==> src/rtl/sram_arbiter_if.sv <==
// Bundle of CPU-side request/response signals and SRAM-controller-side bus signals.
// The slave modport is the arbiter's view. The master modport is the view of the CPU and the SRAM environment.
interface sram_arbiter_if;
  logic        inst_re_i;
  logic [31:0] inst_addr_i;
  logic [31:0] inst_data_o;
  logic        inst_ack_o;
  logic        inst_stall_o;

  logic        data_re_i;
  logic        data_we_i;
  logic [31:0] data_addr_i;
  logic [31:0] data_wdata_i;
  logic [3:0]  data_mask_i;
  logic [31:0] data_rdata_o;
  logic        data_ack_o;
  logic        data_stall_o;

  logic        ram_re_o;
  logic        ram_we_o;
  logic [31:0] ram_addr_o;
  logic [31:0] ram_data_o;
  logic [3:0]  ram_mask_o;
  logic [31:0] ram_data_i;

  modport slave (
    input  inst_re_i, inst_addr_i,
    input  data_re_i, data_we_i, data_addr_i, data_wdata_i, data_mask_i,
    input  ram_data_i,
    output inst_data_o, inst_ack_o, inst_stall_o,
    output data_rdata_o, data_ack_o, data_stall_o,
    output ram_re_o, ram_we_o, ram_addr_o, ram_data_o, ram_mask_o
  );

  modport master (
    output inst_re_i, inst_addr_i,
    output data_re_i, data_we_i, data_addr_i, data_wdata_i, data_mask_i,
    output ram_data_i,
    input  inst_data_o, inst_ack_o, inst_stall_o,
    input  data_rdata_o, data_ack_o, data_stall_o,
    input  ram_re_o, ram_we_o, ram_addr_o, ram_data_o, ram_mask_o
  );
endinterface

==> src/rtl/sram_arbiter.sv <==
// sram_arbiter: shares one sram_controller port between instruction fetch and data access.
// Each access is one fixed-length transaction: IDLE (grant) -> ACCESS (ACCESS_CYCLES) -> RESP (ack pulse).
// Data wins by default. A waiting fetch is forced through after MAX_DATA_STREAK back-to-back data grants.
module sram_arbiter #(
  parameter int ACCESS_CYCLES   = 2,
  parameter int MAX_DATA_STREAK = 4
) (
  input logic           clk,
  input logic           rst,
  sram_arbiter_if.slave bus
);
  localparam int CNT_W = (ACCESS_CYCLES > 1) ? $clog2(ACCESS_CYCLES) : 1;
  localparam int STK_W = $clog2(MAX_DATA_STREAK + 1);
  localparam logic [CNT_W-1:0] CNT_INIT = CNT_W'(ACCESS_CYCLES - 1);
  localparam logic [STK_W-1:0] STK_MAX  = STK_W'(MAX_DATA_STREAK);

  typedef enum logic [1:0] {
    IDLE   = 2'd0,
    ACCESS = 2'd1,
    RESP   = 2'd2
  } state_e;

  state_e           state_q, state_d;
  logic [CNT_W-1:0] cnt_q, cnt_d;
  logic [STK_W-1:0] streak_q, streak_d;
  logic             owner_data_q, owner_data_d;  // 1: data port owns the access
  logic             op_we_q, op_we_d;
  logic             ram_re_q, ram_re_d;
  logic             ram_we_q, ram_we_d;
  logic [31:0]      ram_addr_q, ram_addr_d;
  logic [31:0]      ram_data_q, ram_data_d;
  logic [3:0]       ram_mask_q, ram_mask_d;
  logic [31:0]      inst_data_q, inst_data_d;
  logic [31:0]      data_rdata_q, data_rdata_d;
  logic             inst_ack_q, inst_ack_d;
  logic             data_ack_q, data_ack_d;

  logic data_req_s;
  logic grant_data_s;

  assign data_req_s   = bus.data_re_i | bus.data_we_i;
  assign grant_data_s = data_req_s & (~bus.inst_re_i | (streak_q < STK_MAX));

  // Next-state and next-output logic for the transaction sequencer.
  always_comb begin
    state_d      = state_q;
    cnt_d        = cnt_q;
    streak_d     = streak_q;
    owner_data_d = owner_data_q;
    op_we_d      = op_we_q;
    ram_re_d     = 1'b0;
    ram_we_d     = 1'b0;
    ram_addr_d   = ram_addr_q;
    ram_data_d   = ram_data_q;
    ram_mask_d   = ram_mask_q;
    inst_data_d  = inst_data_q;
    data_rdata_d = data_rdata_q;
    inst_ack_d   = 1'b0;
    data_ack_d   = 1'b0;

    case (state_q)
      IDLE: begin
        if (grant_data_s) begin
          state_d      = ACCESS;
          cnt_d        = CNT_INIT;
          owner_data_d = 1'b1;
          op_we_d      = bus.data_we_i;
          ram_we_d     = bus.data_we_i;
          ram_re_d     = ~bus.data_we_i;
          ram_addr_d   = bus.data_addr_i;
          ram_data_d   = bus.data_wdata_i;
          ram_mask_d   = bus.data_mask_i;
          // Only data grants taken while a fetch is waiting count toward the streak.
          if (bus.inst_re_i) begin
            streak_d = (streak_q < STK_MAX) ? (streak_q + STK_W'(1)) : streak_q;
          end else begin
            streak_d = '0;
          end
        end else if (bus.inst_re_i) begin
          state_d      = ACCESS;
          cnt_d        = CNT_INIT;
          owner_data_d = 1'b0;
          op_we_d      = 1'b0;
          ram_re_d     = 1'b1;
          ram_addr_d   = bus.inst_addr_i;
          streak_d     = '0;
        end else begin
          state_d = IDLE;
        end
      end
      ACCESS: begin
        if (cnt_q == '0) begin
          state_d    = RESP;
          inst_ack_d = ~owner_data_q;
          data_ack_d = owner_data_q;
          // A read delivers the SRAM word to the owner only; a write captures nothing.
          if (!op_we_q && owner_data_q) begin
            data_rdata_d = bus.ram_data_i;
          end else if (!op_we_q) begin
            inst_data_d = bus.ram_data_i;
          end else begin
            data_rdata_d = data_rdata_q;
          end
        end else begin
          cnt_d    = cnt_q - CNT_W'(1);
          ram_re_d = ~op_we_q;
          ram_we_d = op_we_q;
        end
      end
      RESP: begin
        state_d = IDLE;
      end
      default: begin
        state_d = IDLE;
      end
    endcase
  end

  // State and output registers; reset aborts any access in flight.
  always_ff @(posedge clk or negedge rst) begin
    if (!rst) begin
      state_q      <= IDLE;
      cnt_q        <= '0;
      streak_q     <= '0;
      owner_data_q <= 1'b0;
      op_we_q      <= 1'b0;
      ram_re_q     <= 1'b0;
      ram_we_q     <= 1'b0;
      ram_addr_q   <= 32'h0000_0000;
      ram_data_q   <= 32'h0000_0000;
      ram_mask_q   <= 4'h0;
      inst_data_q  <= 32'h0000_0000;
      data_rdata_q <= 32'h0000_0000;
      inst_ack_q   <= 1'b0;
      data_ack_q   <= 1'b0;
    end else begin
      state_q      <= state_d;
      cnt_q        <= cnt_d;
      streak_q     <= streak_d;
      owner_data_q <= owner_data_d;
      op_we_q      <= op_we_d;
      ram_re_q     <= ram_re_d;
      ram_we_q     <= ram_we_d;
      ram_addr_q   <= ram_addr_d;
      ram_data_q   <= ram_data_d;
      ram_mask_q   <= ram_mask_d;
      inst_data_q  <= inst_data_d;
      data_rdata_q <= data_rdata_d;
      inst_ack_q   <= inst_ack_d;
      data_ack_q   <= data_ack_d;
    end
  end

  assign bus.ram_re_o     = ram_re_q;
  assign bus.ram_we_o     = ram_we_q;
  assign bus.ram_addr_o   = ram_addr_q;
  assign bus.ram_data_o   = ram_data_q;
  assign bus.ram_mask_o   = ram_mask_q;
  assign bus.inst_data_o  = inst_data_q;
  assign bus.inst_ack_o   = inst_ack_q;
  assign bus.data_rdata_o = data_rdata_q;
  assign bus.data_ack_o   = data_ack_q;
  assign bus.inst_stall_o = bus.inst_re_i & ~inst_ack_q;
  assign bus.data_stall_o = data_req_s & ~data_ack_q;
endmodule

==> src/flat_wrapper.sv <==
// flat-port wrapper written by rule: the top's interface ports become plain ports
module sram_arbiter_flat 
#(
  parameter int ACCESS_CYCLES   = 2,
  parameter int MAX_DATA_STREAK = 4
)
  (clk, rst, bus_inst_re_i, bus_inst_addr_i, bus_data_re_i, bus_data_we_i, bus_data_addr_i, bus_data_wdata_i, bus_data_mask_i, bus_ram_data_i, bus_inst_data_o, bus_inst_ack_o, bus_inst_stall_o, bus_data_rdata_o, bus_data_ack_o, bus_data_stall_o, bus_ram_re_o, bus_ram_we_o, bus_ram_addr_o, bus_ram_data_o, bus_ram_mask_o);
  sram_arbiter_if bus_i ();
  input logic clk;
  input logic rst;
  input wire logic [$bits(bus_i.inst_re_i)-1:0] bus_inst_re_i;
  input wire logic [$bits(bus_i.inst_addr_i)-1:0] bus_inst_addr_i;
  input wire logic [$bits(bus_i.data_re_i)-1:0] bus_data_re_i;
  input wire logic [$bits(bus_i.data_we_i)-1:0] bus_data_we_i;
  input wire logic [$bits(bus_i.data_addr_i)-1:0] bus_data_addr_i;
  input wire logic [$bits(bus_i.data_wdata_i)-1:0] bus_data_wdata_i;
  input wire logic [$bits(bus_i.data_mask_i)-1:0] bus_data_mask_i;
  input wire logic [$bits(bus_i.ram_data_i)-1:0] bus_ram_data_i;
  output wire logic [$bits(bus_i.inst_data_o)-1:0] bus_inst_data_o;
  output wire logic [$bits(bus_i.inst_ack_o)-1:0] bus_inst_ack_o;
  output wire logic [$bits(bus_i.inst_stall_o)-1:0] bus_inst_stall_o;
  output wire logic [$bits(bus_i.data_rdata_o)-1:0] bus_data_rdata_o;
  output wire logic [$bits(bus_i.data_ack_o)-1:0] bus_data_ack_o;
  output wire logic [$bits(bus_i.data_stall_o)-1:0] bus_data_stall_o;
  output wire logic [$bits(bus_i.ram_re_o)-1:0] bus_ram_re_o;
  output wire logic [$bits(bus_i.ram_we_o)-1:0] bus_ram_we_o;
  output wire logic [$bits(bus_i.ram_addr_o)-1:0] bus_ram_addr_o;
  output wire logic [$bits(bus_i.ram_data_o)-1:0] bus_ram_data_o;
  output wire logic [$bits(bus_i.ram_mask_o)-1:0] bus_ram_mask_o;
  assign bus_i.inst_re_i = bus_inst_re_i;
  assign bus_i.inst_addr_i = bus_inst_addr_i;
  assign bus_i.data_re_i = bus_data_re_i;
  assign bus_i.data_we_i = bus_data_we_i;
  assign bus_i.data_addr_i = bus_data_addr_i;
  assign bus_i.data_wdata_i = bus_data_wdata_i;
  assign bus_i.data_mask_i = bus_data_mask_i;
  assign bus_i.ram_data_i = bus_ram_data_i;
  assign bus_inst_data_o = bus_i.inst_data_o;
  assign bus_inst_ack_o = bus_i.inst_ack_o;
  assign bus_inst_stall_o = bus_i.inst_stall_o;
  assign bus_data_rdata_o = bus_i.data_rdata_o;
  assign bus_data_ack_o = bus_i.data_ack_o;
  assign bus_data_stall_o = bus_i.data_stall_o;
  assign bus_ram_re_o = bus_i.ram_re_o;
  assign bus_ram_we_o = bus_i.ram_we_o;
  assign bus_ram_addr_o = bus_i.ram_addr_o;
  assign bus_ram_data_o = bus_i.ram_data_o;
  assign bus_ram_mask_o = bus_i.ram_mask_o;
  sram_arbiter #(.ACCESS_CYCLES(ACCESS_CYCLES), .MAX_DATA_STREAK(MAX_DATA_STREAK)) u_core (.clk(clk), .rst(rst), .bus(bus_i));
endmodule
==> config.mk <==
export PLATFORM = sky130hd
export DESIGN_NAME = sram_arbiter_flat
export DESIGN_NICKNAME = d
export VERILOG_FILES = /design/src/rtl/sram_arbiter_if.sv /design/src/rtl/sram_arbiter.sv /design/src/flat_wrapper.sv
export SDC_FILE = /design/constraint.sdc
export NUM_CORES = 1
export LEC_CHECK = 0
export CORE_UTILIZATION = 45
export CTS_CLUSTER_SIZE = 12
export DETAILED_ROUTE_END_ITERATION = 12
export PLACE_DENSITY = 0.94
export SETUP_SLACK_MARGIN = 0.2
export SLEW_MARGIN = 20
export SYNTH_ARGS = -nofsm -noshare
export SYNTH_HDL_FRONTEND = slang
export SYNTH_SLANG_ARGS = --single-unit
==> constraint.sdc <==
create_clock -name clk -period 3.89 [get_ports clk]
set_input_delay 0.778 -clock clk [delete_from_list [all_inputs] [get_ports clk]]
set_output_delay 0.778 -clock clk [all_outputs]
set_load 0.005 [all_outputs]
==> impl_metrics.yaml <==
setup_path:
  slowest_delay_ps: 650
  endpoint_kind: "output port"
  cp.arrival_ps: 2170
  crit_chain: "clkdlybuf4s50_1 -> nor2b_1 -> clkdlybuf4s50_1"
  path_common_cell: "clkdlybuf4s50_1"
  rrSetupSlack_ps: 1870
  cp_slowest_cell: "clkdlybuf4s50_1"
  crit_type: "in2out"
  required_ps: 3110
  cp-start-kind: "primary input"
  cp_num_buf_inv: 2
  crit_fanout: 8
  critPathTopFamily: "buffers and inverters"
clock_network:
  cts_inserted_buffers: 17
  clk_latency_ps: 410
  cts_sinks: 144
  cts-root-buf: "clkbuf_16"
  post_cts.repair.setup_buffers: 0
  h-tree-depth: 4
  cts_resized: 0
  clockBufferDepth: 2
  cts.hold.buffers_added: 0
  cts.clk_slew.worst_paths_ps: 60
  tritoncts: "yes"
min_path:
  hp-class: "in2async"
floorplanning:
  core_um2: 12700
  rows: 41
  die_x_um: 117
  start_util_pct: 46.5
  io_pins: 275
  die_area_um2: 13600
  die_height_um: 117
routing:
  wl_per_cell_um: 19.0
  drt_iter0_drc: 183
  first_pass_iters: 4
  wl_um: 15600
  routed_via_density: 5.05
  ant_nets: 0
  route.detailed.drc: 0
  num_vias: 4155
yosys:
  syn_area_um2: 5920
  synth_warnings: 0
  synth_seq_cells: 144
  netlist.area_leader.share_pct: 60.9
  syn_inst: 359
  synthTopCellsByArea: "dfrtp_1 (61%), mux2_2 (25%), mux2_4 (7.6%)"
  syn_area_per_cell_um2: 16.5
  yosysUniqueCellTypes: 31
  ys_async_sr_fraction_pct: 100
  synth_nets: 497
  synth_edf_count: 0
  post-synth-top-area-cell: "dfrtp_1"
  synth_ff_type: "dfrtp_1"
  synth_seq_area_share_pct: 60.9
job:
  drv_cap: 0
power:
  vdd_drop_max_mv: 0.423
  p_leak_nw: 3.98
  powerDensity_nw_per_um2: 824
final_layout:
  post-route-util_pct: 74.2
  multiInputGateArea_um2: 2220
  antenna_cells: 0
  fill_cells: 835
  ff_latch_area_um2: 3600
  syn_to_final_growth_pct: 59.5
  final_nets: 775
  final_common_cell: "clkdlybuf4s50_1"
  final_cell_mix: "clkdlybuf4s50_1 (273), dfrtp_1 (144), mux2_2 (133)"
  drive_above_1_share_pct: 31.7
  post_layout_nonfiller_instances: 822
place:
  globalplace.congestion: 0.753
  hpwl_um: 11500
  port_buffers: 274
  pre_cts_ws_ps: 884
  dp_cells: 790
timing:
  rsz0062_at_grt: "false"
  period_share_pct: 75.7
  setup_viol: 0
  hold_violations: 0
  finalCriticalPeriod_ps: 2940
  max_slew_margin_pct: 34.3
  worst_pin_slew_ps: 984
  finalWorstSetupSlack_ps: 947
  max_freq_ghz: 0.340
  fin_worst_skew_ps: 6.88
  slew_violations: 0
  tns_ps: 0
grt:
  grt_use_total_pct: 23.3
  grt_pass1_wl_um: 23400
  grt_antenna_before_repair: 0
  grt-ovfl-total: 0
  grt_max_degree: 96
  grt_pass1_vias: 4536
run_status:
  status: "completed"
-- registers in the layout, indices dropped and copies added, names as in the netlist, 2 cells and up --
signal and cells:
u_core.bus.data_rdata_o 32, u_core.bus.ram_addr_o 32, u_core.bus.inst_data_o 32, u_core.bus.ram_data_o 32, u_core.bus.ram_mask_o 4, u_core.streak_q 3, u_core.state_q 2
-- synthesized netlist by cell type, types with 2 or more instances --
library cell,n
dfrtp_1,144
mux2_2,133
mux2_4,30
buf_2,12
buf_6,4
nor2_1,4
clkbuf_1,3
nand2_1,3
nor3_1,3
mux2_1,2
-- final timing paths --
check / start / end / depth (start not counted)
max in group asynchronous: rst / u_core.bus.ram_data_o[15] / 2
max reg2reg: u_core.state_q[0] / u_core.bus.ram_addr_o[20] / 4
min reg2reg: u_core.streak_q[0] / u_core.streak_q[0] / 1
max: bus_inst_re_i / bus_inst_stall_o / 3
min: rst / u_core.bus.inst_data_o[14] / 1
min in group clk: u_core.streak_q[0] / u_core.streak_q[0] / 1
-- report_power, final --
| group | internal, mW | total, mW | switching (mW) |
|---|---|---|---|
| registers | 2.27 | 2.76 | 0.485 |
| logic | 2.30 | 3.36 | 1.06 |
| clock network | 1.02 | 1.66 | 0.643 |
-- metal layers --
layer | up-vias | share of wire, % | GRT usage [%]
met2 | 184 | 54 | 42.7
met3 | 32 | 8.1 | 8.04
met5 | - | 0 | 0
met1 | 2095 | 36 | 24.3
met4 | 0 | 2.2 | 9.70
li1 | 1844 | - | -
-- worst reg2reg max path, stage by stage (launching register included) --
cell     delay [ps]
dfrtp_1         470
nor2_1          220
o31a_1          410
buf_4           410
mux2_2          400
-- per-stage QoR --
step	hold slack (ps)	cell area, µm²	total power [mW]
global placement	464	8830	5.93
finish	428	9440	7.77
global route	518	9440	8.17
floorplan	456	5920	4.13
CTS	480	9440	7.85
detailed placement	482	8830	6.14
-- kinds of logic after synthesis --
| group | Yosys count | share of synthesized area [%] |
|---|---|---|
| DFF | 144 | 60.9 |
| buffers and inverters | 20 | 2.03 |
| and+or+nand+nor | 18 | 1.95 |
| adders and majority gates | 1 | 0.211 |
| AOI/OAI and AO/OA | 10 | 1.42 |
| muxes | 166 | 33.5 |
-- cell type report --
type	count	share of cell area, %
sequential	144	38.2
clock inverter	15	1.95
multi-input combinational	195	23.5
clock buffer	17	4.51
tap	172	2.28
inverter	1	0.0398
timing repair buffer	278	29.5
(Power assumes the default switching activity.)
